**src/rtl/galaksija_tape_rec.sv**
```systemverilog
// Cassette SAVE decoder: turns the CPU tape pulse stream into bytes in the tape buffer.
// Optional running byte checksum on rec_sum is built when TAPE_REC_SUM_EN is defined.
module galaksija_tape_rec #(
    parameter int unsigned ADDR_W   = 14,
    parameter int unsigned HALF_MIN = 2300,
    parameter int unsigned HALF_MAX = 6900,
    parameter int unsigned TIMEOUT  = 40000,
    parameter int unsigned CNT_W    = 16
) (
    input  logic              clk,
    input  logic              reset,
    input  logic              arm,
    input  logic              tape_in,
    output logic [ADDR_W-1:0] buf_addr,
    output logic [7:0]        buf_data,
    output logic              buf_we,
    output logic              rec_active,
    output logic              rec_done,
    output logic [ADDR_W:0]   rec_len,
    output logic              overflow,
    output logic [7:0]        rec_sum
);

    localparam int unsigned LEN_W = ADDR_W + 1;

    localparam logic [CNT_W-1:0] CNT_MIN  = CNT_W'(HALF_MIN);
    localparam logic [CNT_W-1:0] CNT_MAX  = CNT_W'(HALF_MAX);
    localparam logic [CNT_W-1:0] CNT_TMO  = CNT_W'(TIMEOUT);
    localparam logic [LEN_W-1:0] LEN_FULL = LEN_W'(2 ** ADDR_W);
    localparam logic [LEN_W-1:0] LEN_LAST = LEN_W'((2 ** ADDR_W) - 1);

    localparam logic [1:0] ST_IDLE      = 2'd0;
    localparam logic [1:0] ST_WAIT_DATA = 2'd1;
    localparam logic [1:0] ST_WAIT_CLK  = 2'd2;
    localparam logic [1:0] ST_END       = 2'd3;

    logic [1:0]       state;
    logic [1:0]       state_nxt;
    logic             prev_tape;
    logic [CNT_W-1:0] cnt;
    logic [7:0]       shreg;
    logic [2:0]       bitcnt;

    logic             pulse_c;
    logic             start_c;
    logic             cnt_clr_c;
    logic             bit_commit_c;
    logic             bit_val_c;
    logic [7:0]       byte_val_c;
    logic             byte_store_c;

    assign pulse_c      = prev_tape & ~tape_in;
    assign byte_val_c   = {bit_val_c, shreg[7:1]};
    assign byte_store_c = bit_commit_c && (bitcnt == 3'd7) && (rec_len != LEN_FULL);

    // Next state and per-cycle decode actions; a pulse always beats the timeout.
    always_comb begin
        state_nxt    = state;
        start_c      = 1'b0;
        cnt_clr_c    = 1'b0;
        bit_commit_c = 1'b0;
        bit_val_c    = 1'b0;
        case (state)
            ST_IDLE: begin
                if (pulse_c && arm) begin
                    start_c   = 1'b1;
                    cnt_clr_c = 1'b1;
                    state_nxt = ST_WAIT_DATA;
                end
            end
            ST_WAIT_DATA: begin
                if (pulse_c && (cnt >= CNT_MIN)) begin
                    cnt_clr_c    = 1'b1;
                    bit_commit_c = 1'b1;
                    if (cnt < CNT_MAX) begin
                        bit_val_c = 1'b1;
                        state_nxt = ST_WAIT_CLK;
                    end
                end else if (cnt == CNT_TMO) begin
                    bit_commit_c = 1'b1;
                    state_nxt    = ST_END;
                end
            end
            ST_WAIT_CLK: begin
                if (pulse_c && (cnt >= CNT_MIN)) begin
                    cnt_clr_c = 1'b1;
                    state_nxt = ST_WAIT_DATA;
                end else if (cnt == CNT_TMO) begin
                    state_nxt = ST_END;
                end
            end
            ST_END: begin
                state_nxt = ST_IDLE;
            end
            default: begin
                state_nxt = ST_IDLE;
            end
        endcase
        // Disarming ends the record, but a bit decoded this cycle is still kept.
        if (!arm && ((state == ST_WAIT_DATA) || (state == ST_WAIT_CLK))) begin
            state_nxt = ST_END;
        end
    end

    always_ff @(posedge clk) begin
        if (reset) begin
            state     <= ST_IDLE;
            prev_tape <= 1'b1;
            cnt       <= '0;
        end else begin
            state     <= state_nxt;
            prev_tape <= tape_in;
            if (cnt_clr_c) begin
                cnt <= '0;
            end else if (cnt != CNT_TMO) begin
                cnt <= cnt + CNT_W'(1);
            end
        end
    end

    // Bit assembly, buffer write strobe and record bookkeeping.
    always_ff @(posedge clk) begin
        if (reset) begin
            shreg      <= 8'h00;
            bitcnt     <= 3'd0;
            buf_we     <= 1'b0;
            buf_addr   <= '0;
            buf_data   <= 8'h00;
            rec_len    <= '0;
            overflow   <= 1'b0;
            rec_active <= 1'b0;
            rec_done   <= 1'b0;
        end else begin
            buf_we   <= 1'b0;
            rec_done <= 1'b0;
            if (start_c) begin
                shreg      <= 8'h00;
                bitcnt     <= 3'd0;
                buf_addr   <= '0;
                rec_len    <= '0;
                overflow   <= 1'b0;
                rec_active <= 1'b1;
            end else begin
                if (bit_commit_c) begin
                    shreg  <= byte_val_c;
                    bitcnt <= bitcnt + 3'd1;
                end
                if (byte_store_c) begin
                    buf_we   <= 1'b1;
                    buf_data <= byte_val_c;
                    buf_addr <= rec_len[ADDR_W-1:0];
                end
                // Length follows the strobe by one cycle; reaching capacity flags overflow.
                if (buf_we) begin
                    rec_len <= rec_len + LEN_W'(1);
                    if (rec_len == LEN_LAST) begin
                        overflow <= 1'b1;
                    end
                end
                if (state == ST_END) begin
                    bitcnt <= 3'd0;
                end
                if ((state_nxt == ST_END) && (state != ST_END)) begin
                    rec_done   <= 1'b1;
                    rec_active <= 1'b0;
                end
            end
        end
    end

`ifdef TAPE_REC_SUM_EN
    // Modulo-256 sum of every byte actually written to the buffer.
    always_ff @(posedge clk) begin
        if (reset) begin
            rec_sum <= 8'h00;
        end else if (start_c) begin
            rec_sum <= 8'h00;
        end else if (buf_we) begin
            rec_sum <= rec_sum + buf_data;
        end
    end
`else
    assign rec_sum = 8'h00;
`endif

endmodule

```
**config.mk**
```make
export PLATFORM = sky130hd
export DESIGN_NAME = galaksija_tape_rec
export DESIGN_NICKNAME = d
export VERILOG_FILES = /design/src/rtl/galaksija_tape_rec.sv
export SDC_FILE = /design/constraint.sdc
export NUM_CORES = 1
export LEC_CHECK = 0
export ABC_AREA = 1
export CAP_MARGIN = 30
export CORE_UTILIZATION = 47
export DETAILED_ROUTE_END_ITERATION = 8
export PLACE_DENSITY = 0.69
export SYNTH_ARGS = -nofsm -noshare
export SYNTH_HDL_FRONTEND = slang
export SYNTH_SLANG_ARGS = --single-unit
```
**constraint.sdc**
```tcl
create_clock -name clk -period 2.42 [get_ports clk]
set_clock_uncertainty 0.05 [all_clocks]
set_input_delay 0.363 -clock clk [delete_from_list [all_inputs] [get_ports clk]]
set_output_delay 0.363 -clock clk [all_outputs]
set_load 0.05 [all_outputs]
```
==> results by stage, run 1 <==
Critical path:
- The destination of the worst register-to-register timing path is rec_len[14].
- The delay of the slowest cell on the worst path is ~0.4 ns.
- The data arrival time of the worst path is about 2.4 ns.
- The kind of critical path is flip-flop to flip-flop.
- By instance count, the cell type seen most on the critical path is nand2_1.
- The number of buffer and inverter instances along the worst setup path is 0.
- The gate family responsible for the most delay along the worst path is simple AND/OR/NAND/NOR gates.
- The register-to-register setup slack is 0.21 ns.
- The number of cells traversed by the worst register-to-register path is 9.
- STA classifies the critical path startpoint as a flip-flop.
- The critical-path cell with the highest stage delay is dfxtp_1.
- The data required time of the worst path is approximately 2.6 ns.
- The critical path capture point type is a flip-flop.
- Along the worst path, the maximum fanout reaches 5.
- The signal on the critical path passes through ha_1 > nand2_1 > nor3_2 > nand3_1 > nor3_1 > nand2_1 > nor4_4 > nand3b_1 > a21oi_1.
- The worst register-to-register path begins at rec_len[0].

Layout:
- In the final layout, the share of cells above drive strength 1 is 9.75%.
- The synthesis-to-finish area growth is 21.1%.
- The total number of nets in the final design is 494.
- The area used by sequential logic in the layout is 1400 um2.
- The area taken by multi-input logic gates is 1560 um2.
- The layout has 580 filler cells.
- The number of antenna diodes in the final layout is 0.

STA:
- Adding up every negative setup slack in the final design gives 0 ns.
- The share of the cycle needed by the critical path after routing is 91.5%.
- Based on the critical path, the design can be clocked at up to 452 MHz.
- The count of final hold-check violations is 0.
- Setup slack closes at 0.206 ns.
- Setup violations remaining at the end of the flow were counted as 0.
- Counting I/O delays and the setup requirement, the final critical path takes about 2.2 ns.
- The worst slack on hold paths is 0.409 ns.
- Headroom to the max-slew limit came out at 65.9%.
- The number of pins with negative max-slew slack in the final report is 0.
- Setup repair after global routing left no endpoint under its margin.
- The transition at the pin with the smallest max-transition slack is 0.510 ns.

Routing:
- In the final routed layout, each cell accounts on average for between 10 and 15 um.
- The initial detailed-routing violation count is 141.
- Once detail routing completed, the nets flagged for antenna violations numbered 0.
- The pre-antenna-repair detailed-routing pass consisted of 4 iterations.
- The number of vias in the routed layout is 2,866.
- Using the TritonRoute via totals, the vias-per-cell ratio works out to about 5.1.
- The final wirelength is 7100 um.
- For this run, design rule violations remaining after detail routing come to 0.

Global route:
- Global routing used 20.9% of the available tracks across all layers.
- The global-route wire length before repair is 11,900 um.
- The via count of the first global-routing pass is approximately 2,600.
- The total grt overflow is 0.
- The number of antenna violations at the first check in global routing is 0.
- The pin count of the biggest net entering global routing is 26.

Clocking:
- The maximum clock path buffer count is 2.
- The count of buffers added by post-CTS timing repair for setup is 0.
- The H-tree generated during clock tree synthesis spans 3 levels.
- The clock slew seen by the registers of the worst setup and hold paths is 0.07 ns.
- The root buffer selected by CTS is clkbuf_8.
- The quantity of hold-fixing buffers added after cts is 0.
- The clock tree from TritonCTS is built.
- The number of instances resized during post-cts repair is 0.
- The later pin in the worst-skew pair is clocked with a latency of 0.35 ns.
- The tree built by TritonCTS fans out to 70 sinks.
- The number of CTS-inserted buffers is 9.

Die:
- The core footprint is 6530 um2.
- After floorplanning, the core was divided into 29 placement rows.
- For this configuration, the core starts out at a cell density of between 40% and 50%.
- The floorplan step defined a die boundary enclosing 7260 um2.
- The die span in y is 85.2 um.
- 53 I/O pins were placed.
- The die is 85.2 um wide.

Worst hold path:
- The worst hold path belongs to the class flip-flop to flip-flop.
- The start point of the worst hold path is shreg[1].
- The hold path depth is 2.
- For hold timing, the worst endpoint is buf_data[0].

Yosys:
- The average size of a mapped cell is 7.66 um2.
- The synthesized netlist contains 40 unique library cells.
- Sorting the synthesized cells by area gives the leading types as dfxtp_1 (43%), nand2_1 (8.2%), a21oi_1 (8.1%).
- Synthesis produced approximately 430 cells.
- The total number of yosys warnings is 0.
- Of the post-synthesis cell area, the dominant cell type holds a little over two fifths.
- The share of synthesized area occupied by flip-flops and latches is 43.0%.
- Summed over all instances, the cell type with the most area after synthesis is dfxtp_1.
- The flip-flop and latch count after synthesis is 70.
- The total standard cell area after synthesis is between 3000 and 4000 um2.

Flow run:
- Max-cap violations in this run came to 0.

Placed design:
- Port buffering added between 40 and 50 buffers.
- Routability-driven placement finished with a final weighted congestion of 0.918.
- The worst setup slack before clock tree synthesis is 0.240 ns.
- The HPWL after detailed placement is around 5000 um.

Outcome:
- The flow ran to the end, and the final reports show no timing, DRC or antenna violations.

Power and ir drop:
- Across the VDD grid, the largest voltage drop is about 0.37 mV.
- The power per standard cell area is 586 nW/um2.
- The leakage power figure is between 1.5 and 2 nW.
## kinds of logic after synthesis
group | Yosys count | share of synthesized area (%)
AO/OA/AOI/OAI | 94 | 16.1
XOR/XNOR | 8 | 2.15
adder cells (fa/ha/maj) | 11 | 4.23
buffers and inverters | 71 | 9.92
flip-flops | 70 | 43.0
other | 1 | 0.115
AND/OR/NAND/NOR | 170 | 24.4
## per-layer routing
layer	GRT usage, %	vias to the layer above	routed length (um)
met1	26.0	1283	3260
met4	10.6	0	143
met5	0	-	0
met3	4.67	13	428
li1	-	1482	-
met2	34.0	88	3270
## report_power, final
part           internal [mW]  total [mW]  switching [mW]  leakage [nW]
logic                 0.0847       0.263           0.179         0.880
clock network          0.444       0.860           0.416        0.0914
registers               1.17        1.19          0.0179         0.565
total                   1.70        2.31           0.613          1.54
## registers in the layout (all words and copies together) (netlist names)
signal and count:
cnt 16, rec_len 15, buf_addr 14, buf_data 8, shreg 7, bitcnt 3, state 2, buf_we 1
overflow 1, prev_tape 1, rec_active 1, rec_done 1
## through the flow
| step | cells | power [mW] | utilization, % | cell area [um2] |
|---|---|---|---|---|
| 6_report | 559 | 2.31 | 60.4 | 3940 |
| 3_3_place_gp | 545 | 1.47 | 57.7 | 3770 |
| 4_1_cts | 559 | 2.33 | 60.4 | 3940 |
| 3_5_place_dp | 545 | 1.48 | 57.7 | 3770 |
| 2_1_floorplan | 432 | 1.42 | - | 3280 |
| 5_1_grt | 559 | 2.43 | 60.4 | 3940 |
## how the worst max path moves through the flow
stage / depth (start not counted) / startpoint / slack, ns / end
floorplan: 9 / rec_len[1] / 0.15 / rec_len[14]
global placement: 10 / tape_in / 0.30 / cnt[5]
detailed placement: 10 / tape_in / 0.24 / cnt[5]
CTS: 9 / rec_len[1] / 0.25 / overflow
global route: 9 / cnt[1] / 0.04 / cnt[13]
finish: 9 / rec_len[0] / 0.21 / rec_len[14]
## worst register-to-register path, stage by stage (launching register included)
cell and delay, ns:
dfxtp_1 0.41, ha_1 0.17, nand2_1 0.09, nor3_2 0.26, nand3_1 0.17, nor3_1 0.28
nand2_1 0.20, nor4_4 0.22, nand3b_1 0.13, a21oi_1 0.16
## cell usage after synthesis
cell type,instances
o21bai_1,1
nor4_1,2
clkinv_2,2
nand3b_1,2
nand3_1,15
clkbuf_1,3
buf_2,3
o21ai_1,3
a22oi_2,1
nor4_4,1
a31oi_1,3
nor2_4,1
xor2_1,6
nor3_2,2
dfxtp_1,70
nand2_4,3
o2111a_1,1
or2_2,4
nor2_2,1
nor2_1,42
buf_8,1
a21oi_2,3
a22oi_1,1
inv_1,50
a21oi_4,1
xnor2_1,2
nand4_1,5
conb_1,1
inv_2,2
a32o_1,1
nor3b_1,4
a21oi_1,53
a221oi_1,1
nand2_2,4
ha_1,11
o21ai_0,25
nor3_1,13
nand2_1,71
buf_4,9
clkinv_4,1
## placed cells by master (no fill, tap or decap), drive strengths merged, types with 4 or more instances in the layout
cell type	count
nand4	5
clkdlybuf4s50	44
nor3b	4
o21ai	28
xor2	6
ha	11
a21oi	57
nor3	15
conb	8
nor2	44
clkbuf	13
nand3	15
dfxtp	70
buf	8
or2	4
clkinv	4
inv	52
nand2	78
## area by class of cell
class	instances	area share [%]
clock buffers	13	4.28
clock inverters	1	0.127
inverters	55	5.43
multi-input cells	291	39.5
flip-flops and latches	70	35.5
well taps	77	2.44
repair buffers	52	12.7
No activity file was read; power rests on OpenSTA's default activity.
==> run 2, diff against run 1 <==
--- a/config.mk
+++ b/config.mk
@@ -6,7 +6,7 @@
 export NUM_CORES = 1
 export LEC_CHECK = 0
 export ABC_AREA = 1
-export CAP_MARGIN = 30
+export CAP_MARGIN = 20
 export CORE_UTILIZATION = 47
 export DETAILED_ROUTE_END_ITERATION = 8
 export PLACE_DENSITY = 0.69
==> results of run 2 <==
No change in the layout: final DEF, timing and power equal those of run 1.
==> run 3, diff against run 2 <==
--- a/config.mk
+++ b/config.mk
@@ -6,7 +6,6 @@
 export NUM_CORES = 1
 export LEC_CHECK = 0
 export ABC_AREA = 1
-export CAP_MARGIN = 20
 export CORE_UTILIZATION = 47
 export DETAILED_ROUTE_END_ITERATION = 8
 export PLACE_DENSITY = 0.69
==> results of run 3 <==
No change in the layout: final DEF, timing and power equal those of run 1.
